**src/rtl/fp8_pkg.sv**
```systemverilog
// Shared FP8 (E4M3) / BF16 field definitions for the FP8 multiply datapath.
// Contents: field widths, exponent biases, BF16 special encodings, the bf16_t
// payload struct and a helper that prepends the hidden mantissa bit.
package fp8_pkg;

    localparam int unsigned FP8_EXP_W   = 4;
    localparam int unsigned FP8_MAN_W   = 3;
    localparam int unsigned BF16_EXP_W  = 8;
    localparam int unsigned BF16_FRAC_W = 7;
    localparam int unsigned BF16_W      = 1 + BF16_EXP_W + BF16_FRAC_W;
    localparam int unsigned MANT_W      = BF16_FRAC_W + 1;
    localparam int unsigned PROD_W      = 2 * MANT_W;
    localparam int unsigned EXP_SUM_W   = 10;

    localparam int unsigned FP8_BIAS  = 7;
    localparam int unsigned BF16_BIAS = 127;

    localparam logic [BF16_W-1:0]     BF16_QNAN    = 16'h7FC0;
    localparam logic [BF16_EXP_W-1:0] BF16_INF_EXP = 8'hFF;

    typedef struct packed {
        logic                   sign;
        logic [BF16_EXP_W-1:0]  exp;
        logic [BF16_FRAC_W-1:0] frac;
    } bf16_t;

    // Significand with the implicit leading one restored.
    function automatic logic [MANT_W-1:0] hidden_mant(input logic [BF16_FRAC_W-1:0] frac);
        return {1'b1, frac};
    endfunction

endpackage

```
**src/rtl/bf16_normalize_special.sv**
```systemverilog
// Combinational final stage: normalise the 16-bit significand product and
// select special results.
// Ports: sign, prod (8x8 significand product), exp_sum (biased exponent sum,
// signed), is_zero / is_inf (either operand), result (BF16 out).
module bf16_normalize_special
    import fp8_pkg::*;
(
    input  logic                        sign,
    input  logic [PROD_W-1:0]           prod,
    input  logic signed [EXP_SUM_W-1:0] exp_sum,
    input  logic                        is_zero,
    input  logic                        is_inf,
    output bf16_t                       result
);

    logic [BF16_FRAC_W-1:0]      frac;
    logic signed [EXP_SUM_W-1:0] exp_adj;
    logic                        unused_bits;

    // Product of two [1,2) significands lies in [1,4): at most one bit of shift.
    // Operands carry <=3 fraction bits each, so the dropped low bits are always zero.
    always_comb begin
        frac    = prod[13:7];
        exp_adj = exp_sum;
        if (prod[15]) begin
            frac    = prod[14:8];
            exp_adj = exp_sum + 10'sd1;
        end
    end

    // 0*inf is invalid and wins over both inf and zero.
    always_comb begin
        result = '{sign: sign, exp: exp_adj[BF16_EXP_W-1:0], frac: frac};
        if (is_zero && is_inf) begin
            result = bf16_t'(BF16_QNAN);
        end else if (is_inf) begin
            result = '{sign: sign, exp: BF16_INF_EXP, frac: '0};
        end else if (is_zero) begin
            result = '{sign: sign, exp: '0, frac: '0};
        end
    end

    assign unused_bits = ^{prod[6:0], exp_adj[EXP_SUM_W-1:BF16_EXP_W]};

endmodule

```
**src/rtl/fp8_to_bf16_decoder.sv**
```systemverilog
// Combinational E4M3 -> BF16 operand decoder.
// Ports: fp8 (E4M3 operand in), val (BF16 fields out), is_zero / is_inf (class flags).
// Exponent field 4'hF is treated as infinity regardless of mantissa; subnormals
// either flush to signed zero (FTZ=1) or are renormalised into BF16 (FTZ=0).
module fp8_to_bf16_decoder
    import fp8_pkg::*;
#(
    parameter bit FTZ = 1'b1
) (
    input  logic [7:0] fp8,
    output bf16_t      val,
    output logic       is_zero,
    output logic       is_inf
);

    logic [FP8_EXP_W-1:0] exp_f;
    logic [FP8_MAN_W-1:0] man_f;

    assign exp_f = fp8[6:3];
    assign man_f = fp8[2:0];

    // Field decode; exact because BF16 has more exponent and fraction bits than E4M3.
    always_comb begin
        val      = '0;
        is_zero  = 1'b0;
        is_inf   = 1'b0;
        val.sign = fp8[7];
        if (exp_f == '1) begin
            is_inf = 1'b1;
        end else if (exp_f == '0) begin
            if ((man_f == '0) || FTZ) begin
                is_zero = 1'b1;
            end else if (man_f[2]) begin
                val.exp  = BF16_EXP_W'(BF16_BIAS - FP8_BIAS);
                val.frac = {man_f[1:0], 5'b0};
            end else if (man_f[1]) begin
                val.exp  = BF16_EXP_W'(BF16_BIAS - FP8_BIAS - 1);
                val.frac = {man_f[0], 6'b0};
            end else begin
                val.exp  = BF16_EXP_W'(BF16_BIAS - FP8_BIAS - 2);
                val.frac = '0;
            end
        end else begin
            val.exp  = BF16_EXP_W'(exp_f) + BF16_EXP_W'(BF16_BIAS - FP8_BIAS);
            val.frac = {man_f, 4'b0};
        end
    end

endmodule

```
**src/rtl/fp8_mul_bf16_pipe.sv**
```systemverilog
// Pipelined E4M3 x E4M3 multiplier with an exact BF16 product.
// Ports: clk, rst_n (async, active low), flush (sync clear of in-flight ops),
// in_valid/in_ready/in_a/in_b (operand handshake), out_valid/out_ready/out_bf16
// (product handshake). Result appears after edge N+3 for an op accepted at edge N.
// Ranks: operand capture -> decode (S1) -> multiply (S2) -> normalise/out (S3).
// All ranks advance together; a stalled output freezes the whole pipe.
module fp8_mul_bf16_pipe
    import fp8_pkg::*;
#(
    parameter bit          FTZ_FP8 = 1'b1,
    parameter int unsigned WIDTH   = 8
) (
    input  logic              clk,
    input  logic              rst_n,
    input  logic              flush,
    input  logic              in_valid,
    output logic              in_ready,
    input  logic [WIDTH-1:0]  in_a,
    input  logic [WIDTH-1:0]  in_b,
    output logic              out_valid,
    input  logic              out_ready,
    output logic [BF16_W-1:0] out_bf16
);

    logic advance;

    // Operand capture rank
    logic             v0;
    logic [WIDTH-1:0] a0;
    logic [WIDTH-1:0] b0;

    // S1: decoded operands
    logic                  v1;
    logic                  sign1;
    logic [BF16_EXP_W-1:0] ea1;
    logic [BF16_EXP_W-1:0] eb1;
    logic [MANT_W-1:0]     ma1;
    logic [MANT_W-1:0]     mb1;
    logic                  zero1;
    logic                  inf1;

    // S2: raw product
    logic                        v2;
    logic                        sign2;
    logic [PROD_W-1:0]           prod2;
    logic signed [EXP_SUM_W-1:0] exp2;
    logic                        zero2;
    logic                        inf2;

    bf16_t                       dec_a;
    bf16_t                       dec_b;
    logic                        za;
    logic                        zb;
    logic                        ia;
    logic                        ib;
    logic [PROD_W-1:0]           prod_c;
    logic signed [EXP_SUM_W-1:0] exp_sum_c;
    bf16_t                       norm_c;

    assign advance  = !out_valid || out_ready;
    assign in_ready = advance && !flush;

    fp8_to_bf16_decoder #(.FTZ(FTZ_FP8)) u_dec_a (
        .fp8     (a0),
        .val     (dec_a),
        .is_zero (za),
        .is_inf  (ia)
    );

    fp8_to_bf16_decoder #(.FTZ(FTZ_FP8)) u_dec_b (
        .fp8     (b0),
        .val     (dec_b),
        .is_zero (zb),
        .is_inf  (ib)
    );

    assign prod_c    = PROD_W'(ma1) * PROD_W'(mb1);
    assign exp_sum_c = $signed(EXP_SUM_W'(ea1)) + $signed(EXP_SUM_W'(eb1))
                     - $signed(EXP_SUM_W'(BF16_BIAS));

    bf16_normalize_special u_norm (
        .sign    (sign2),
        .prod    (prod2),
        .exp_sum (exp2),
        .is_zero (zero2),
        .is_inf  (inf2),
        .result  (norm_c)
    );

    // Pipeline registers; flush drops valids only so out_bf16 keeps its last value.
    always_ff @(posedge clk or negedge rst_n) begin
        if (!rst_n) begin
            v0        <= 1'b0;
            a0        <= '0;
            b0        <= '0;
            v1        <= 1'b0;
            sign1     <= 1'b0;
            ea1       <= '0;
            eb1       <= '0;
            ma1       <= '0;
            mb1       <= '0;
            zero1     <= 1'b0;
            inf1      <= 1'b0;
            v2        <= 1'b0;
            sign2     <= 1'b0;
            prod2     <= '0;
            exp2      <= '0;
            zero2     <= 1'b0;
            inf2      <= 1'b0;
            out_valid <= 1'b0;
            out_bf16  <= '0;
        end else if (flush) begin
            v0        <= 1'b0;
            v1        <= 1'b0;
            v2        <= 1'b0;
            out_valid <= 1'b0;
        end else if (advance) begin
            v0        <= in_valid;
            a0        <= in_a;
            b0        <= in_b;

            v1        <= v0;
            sign1     <= dec_a.sign ^ dec_b.sign;
            ea1       <= dec_a.exp;
            eb1       <= dec_b.exp;
            ma1       <= hidden_mant(dec_a.frac);
            mb1       <= hidden_mant(dec_b.frac);
            zero1     <= za || zb;
            inf1      <= ia || ib;

            v2        <= v1;
            sign2     <= sign1;
            prod2     <= prod_c;
            exp2      <= exp_sum_c;
            zero2     <= zero1;
            inf2      <= inf1;

            out_valid <= v2;
            if (v2) begin
                out_bf16 <= norm_c;
            end
        end
    end

endmodule

```
**config.mk**
```make
export PLATFORM = sky130hd
export DESIGN_NAME = fp8_mul_bf16_pipe
export DESIGN_NICKNAME = d
export VERILOG_FILES = /design/src/rtl/fp8_pkg.sv /design/src/rtl/bf16_normalize_special.sv /design/src/rtl/fp8_to_bf16_decoder.sv /design/src/rtl/fp8_mul_bf16_pipe.sv
export SDC_FILE = /design/constraint.sdc
export NUM_CORES = 1
export LEC_CHECK = 0
export ABC_AREA = 1
export BUFFER_PORTS_ARGS = -buffer_cell sky130_fd_sc_hd__buf_2
export CORE_MARGIN = 10
export CORE_UTILIZATION = 46
export DETAILED_ROUTE_END_ITERATION = 10
export GPL_ROUTABILITY_DRIVEN = 0
export GPL_TIMING_DRIVEN = 0
export PLACE_DENSITY = 0.71
export SETUP_SLACK_MARGIN = 0.2
export SYNTH_ARGS = -nofsm -noshare
export SYNTH_HDL_FRONTEND = slang
export SYNTH_SLANG_ARGS = --single-unit
```
**constraint.sdc**
```tcl
create_clock -name clk -period 8.5 [get_ports clk]
set_input_delay 0.85 -clock clk [delete_from_list [all_inputs] [get_ports clk]]
set_output_delay 0.85 -clock clk [all_outputs]
set_load 0.05 [all_outputs]
```
## Word-level counts from Yosys, hierarchy flattened

Cells that the tools add are included.

- Word-level logic and storage cells: 64
- Bits in registers: 98

- Equal/unequal tests: 2
- Bitwise logic cells: 2
- Reductions and logical operators: 12
- Add/subtract/negate cells: 5
- Multiplexer cells: 23
- Multiply operators: 1

Operator list:

| cell | count |
|---|---|
| 15-bit 2-to-1 mux | 6 |
| 4-bit by 7-bit adder with 8-bit output (second input constant) | 2 |
| 8-bit by 8-bit multiplier with 16-bit output | 1 |
| 16-bit 2-to-1 mux | 1 |
| 1-bit 2-to-1 mux | 14 |
| 8-bit by 2-bit adder with 8-bit output (second input constant) | 1 |
| 8-bit adder | 1 |
| 4-bit == test (second input constant) | 2 |
| 4-bit zero test | 2 |
| 8-bit 2-to-1 mux | 1 |
| 8-bit by 7-bit subtractor with 8-bit output (second input constant) | 1 |
| 7-bit 2-to-1 mux | 1 |
| 1-bit logical OR | 3 |
| 3-bit AND reduction | 1 |
| 1-bit logical AND | 2 |
| 1-bit zero test | 2 |
| 2-bit AND reduction | 1 |
| 2-bit nonzero test | 1 |
| 1-bit inverter | 1 |
| 1-bit bitwise XOR | 1 |

## Logic depth before layout (Yosys ltp)

- Depth in word-level cells: 5
- Mapped depth: 14
- Mapped depth without buffers: 14

## By module

From an unflattened synthesis, not the netlist that was laid out.

- Cell total of the unflattened synthesis: 942
- Area total of the unflattened synthesis: 7,166.9 um2

Modules (own cells, without submodules):

| module | seq. area each (um2) | cells each | times used | area each (um2) |
|---|---|---|---|---|
| fp8_mul_bf16_pipe | 2,477.4 | 805 | 1 | 6,492.5 |
| bf16_normalize_special | 0.0 | 75 | 1 | 356.6 |
| fp8_to_bf16_decoder | 0.0 | 31 | 2 | 158.9 |

## Worst setup path before layout

No wires, ideal clock.

- Kind: register -> register
- Start point: register mb1[7]
- End point: register prod2[14]
- Clock period less this slack: 2,914 ps
- Cell stages (with the launch flop): 12
- Arrival: 2,832 ps
- Setup time: 83 ps
- Required time: 8,417 ps
- Path slack: 5,586 ps
- Cells stage by stage: dfrtp_1 -> nand2_1 -> fa_1 -> fa_1 -> inv_1 -> ha_1 -> ha_1 -> ha_1 -> inv_1 -> fa_1 -> xor2_1 -> o21ai_0

- Word-level cells in the longest chain between the ends: 1

RTL lines:

| what | line | source |
|---|---|---|
| from (decl) | fp8_mul_bf16_pipe.sv:38 | `logic [MANT_W-1:0] mb1;` |
| from (signal assigned) | fp8_mul_bf16_pipe.sv:127 | `mb1 <= hidden_mant(dec_b.frac);` |
| 8-bit by 8-bit multiplier with 16-bit output | fp8_mul_bf16_pipe.sv:77 | `assign prod_c = PROD_W'(ma1) * PROD_W'(mb1);` |
| to (signal assigned) | fp8_mul_bf16_pipe.sv:133 | `prod2 <= prod_c;` |
| to (decl) | fp8_mul_bf16_pipe.sv:45 | `logic [PROD_W-1:0] prod2;` |

No other way between the ends.
A chain may end at the register's enable or synchronous reset.

## Worst setup path after layout

- Start point: register mb1[7]
- End point: register prod2[15]

Same word-level chain as after synthesis.

==> key figures <==
Flow run
  – Number of max-cap violations: 0

Timing
  – Clock Skew: between 0.007 and 0.008 ns
  – Setup TNS: 0 ns
  – Fin. Hold Viols: 0
  – Fin crit share: between 30 and 40%
  – Final-report setup violation count: 0
  – Worst-margin pin slew: 0.5179 ns
  – RSZ-0062 raised after global routing: false
  – Final min period: 3.097 ns
  – Max Clock Freq: ~320 MHz
  – Max-slew violation count: 0
  – Max-Slew Margin vs Limit: 65.47%

Die
  – Row count: 33
  – Core area: between 8000 and 9000 um2
  – Die Width: between 100 and 150 um
  – # IOs: 39
  – Initial Util: 47.46%
  – Die H: 112.1 um
  – Die area: ~13000 um2

Final layout
  – Antenna Cells: 0
  – Share of layout cells above drive strength 1: between 10% and 20%
  – Final nets: 557
  – Syn-to-layout area delta: 16.07%
  – Final non-filler cell total: about 600

Synth
  – Mean Syn Cell Area: between 8 and 9 um2
  – Adder-cell share of the synthesized area: 11.42%
  – Yosys reg bits: 75
  – Synth Flop Type: dfrtp_1
  – Compound-gate portion of the synthesized area: 10.59%
  – Seq/Total Area, Yosys: 48.12%
  – Post-synth EDFFs: 0
  – Synthesized Nets: a little over 500
  – Area share of the largest cell type after synthesis: about 48%
  – Main combinational cell family by area after synthesis: simple AND/OR/NAND/NOR gates
  – Synth cell count leaders: nand2_1 (131), dfrtp_1 (75), inv_1 (63)
  – Top post-synthesis cells by area: dfrtp_1 (48%), nand2_1 (13%), ha_1 (8.3%), inv_1 (6.1%), o21ai_0 (6.0%)
  – Post-synthesis xor/xnor area fraction: less than 1%
  – Mapped Cells: about 450
  – Top-count cell post-synth: nand2_1
  – Netlist Area Pre-Place: slightly below 4000 um2
  – Simple-gate portion of the synthesized area: approximately a fifth
  – Synth cell types: 31
  – Synth warn: 0
  – Post-synthesis mux area share: 0%
  – Cell accounting for the most synthesized area: dfrtp_1
  – Synth async-reset ratio: 100.0%

Global routing
  – Largest net degree at the start of global routing: 76
  – Initial antenna violation count: 0
  – Tot GR Track Use: between 10% and 20%
  – First-pass GRT wire length: between 10 and 15 mm
  – Vias in the first global route: between 3000 and 4000
  – Grt total ovfl: 0

Clock network
  – CTS tree: built
  – H-tree depth: 3
  – Worst-Skew Late Latency: between 0.3 and 0.4 ns
  – CTS buffer count: 9
  – Clock tree buffer depth: 2
  – Sink Count: between 70 and 80
  – Postcts setup bufs: 0
  – # hold bufs at CTS: 0
  – Post_cts resized: 0
  – CTS clk-pin slew, worst paths: about 0.08 ns
  – Clk Tree Root Cell: clkbuf_8

Route
  – DRC Markers: 0
  – Vias: about 3100
  – Wirelength, routed: roughly 8.5 mm
  – Iteration-0 DRC Markers: about 130
  – DR vias/cell: a little under 5
  – TritonRoute pass-1 iters: 4
  – Met3 Routed Length: about 510 um
  – M1 WL: 3.964 mm
  – Antenna-violating nets left: 0
  – Wire length per cell: ~14 um
  – DR top layer: met4
  – Met2 wire length: around 4 mm

Worst setup path
  – CP required: between 8 and 9 ns
  – Cells on worst reg2reg path: 14
  – Worst Path Arrival: between 3 and 4 ns
  – Worst setup SP type: flip-flop
  – CP endpoint kind: flip-flop
  – Max FO, Critical Path: 7
  – Crit Path Class: reg2reg

Run status
  – Outcome: completed

Pwr
  – P per Cell Area: 263.9 nW/um2
  – LEAKAGE: approximately 2.4 nW
  – Max VDD drop: approximately 0.15 mV

Hold path
  – Worst min path class: reg2reg
  – Hold Path Cell Cnt: 2

Placement
  – Number of port buffers: 38
  – DP Wirelength: 6.096 mm
  – Cell count after placement: between 500 and 600
[worst max-delay path, cell delays in order, from the launching register on]
cell and delay (ns):
dfrtp_1 0.44, nand2_1 0.09, inv_1 0.05, fa_1 0.41, ha_1 0.19, inv_1 0.07, fa_1 0.40, inv_1 0.07
ha_1 0.23, ha_1 0.34, a21oi_1 0.16, nand2_1 0.08, or2_2 0.27, nand3_1 0.08, o21ai_0 0.08
[layout by cell type (no fill, tap or decap), types with 4 or more instances in the layout]
master,synthesis,routed
ha_1,26,26
buf_2,4,41
o21ai_0,47,47
nor2_1,11,11
nand3_1,32,32
clkbuf_1,5,6
clkbuf_8,0,11
a2bb2oi_1,5,5
a21oi_1,10,10
dfrtp_1,75,75
inv_1,63,63
nand2_1,131,131
o22ai_1,6,6
fa_1,6,6
bufinv_16,0,4
[state kept, by name, summed over array words and instances, names as in the netlist, 3 cells and up]
| name | cells |
|---|---|
| exp2 | 8 |
| a0 | 8 |
| out_bf16 | 16 |
| ea1 | 5 |
| prod2 | 8 |
| ma1 | 3 |
| mb1 | 4 |
| eb1 | 5 |
| b0 | 8 |
[power breakdown]
group | leakage, nW | switching (W) | internal [W]
Sequential | 0.920 | 0.0000497 | 0.000427
Combinational | 1.36 | 0.000235 | 0.000115
Clock | 0.137 | 0.000127 | 0.000241
Total | 2.41 | 0.000412 | 0.000783
[routing by layer]
layer,GRT usage (%),up-vias
met2,22.80,66
met5,0,-
li1,-,1555
met1,16.65,1427
met4,3.215,0
met3,4.846,2
[area by class of cell]
type | count | area, um2
Fill cell | 747 | 3690
Sequential cell | 75 | 1877
Multi-Input combinational cell | 299 | 1688
Inverter | 66 | 247.7
Timing Repair Buffer | 39 | 220.2
Clock buffer | 12 | 155.1
Tap cell | 105 | 131.4
Clock inverter | 4 | 120.1
Buffer | 14 | 87.58
[kinds of logic after synthesis]
kind of cell	after synthesis
AO/OA/AOI/OAI	75
buffers and inverters	80
adder cells (fa/ha/maj)	32
AND/OR/NAND/NOR	188
XOR/XNOR	4
flip-flops	75
[path summary, 6_finish.rpt]
check	to	slack [ns]	from
worst max-delay path	prod2[15]$_DFFE_PN0P_	5.40	mb1[7]$_DFFE_PN0P_
worst min-delay path	out_bf16[6]$_DFFE_PN0P_	0.48	out_bf16[6]$_DFFE_PN0P_
worst max register to register	prod2[15]$_DFFE_PN0P_	5.40	mb1[7]$_DFFE_PN0P_
worst min register to register	out_bf16[6]$_DFFE_PN0P_	0.48	out_bf16[6]$_DFFE_PN0P_
max in group asynchronous	exp2[4]$_DFFE_PN0P_	7.69	rst_n
min in group asynchronous	a0[6]$_DFFE_PN0P_	0.51	rst_n
[per-stage QoR]
| step | total power [W] | util [%] | hold slack, ns | setup WS, ns | cell area [um2] |
|---|---|---|---|---|---|
| global route | 0.001271 | 55.09 | 0.5065 | 5.209 | 4527 |
| floorplan | 0.0007333 | - | 0.4422 | 5.586 | 3900 |
| finish | 0.001195 | 55.09 | 0.4815 | 5.403 | 4527 |
| CTS | 0.001205 | 55.09 | 0.4827 | 5.368 | 4527 |
| detailed placement | 0.0008306 | 51.74 | 0.4623 | 5.382 | 4252 |
| global placement | 0.0008170 | 51.38 | 0.4600 | 5.450 | 4222 |
(Power assumes the default switching activity.)
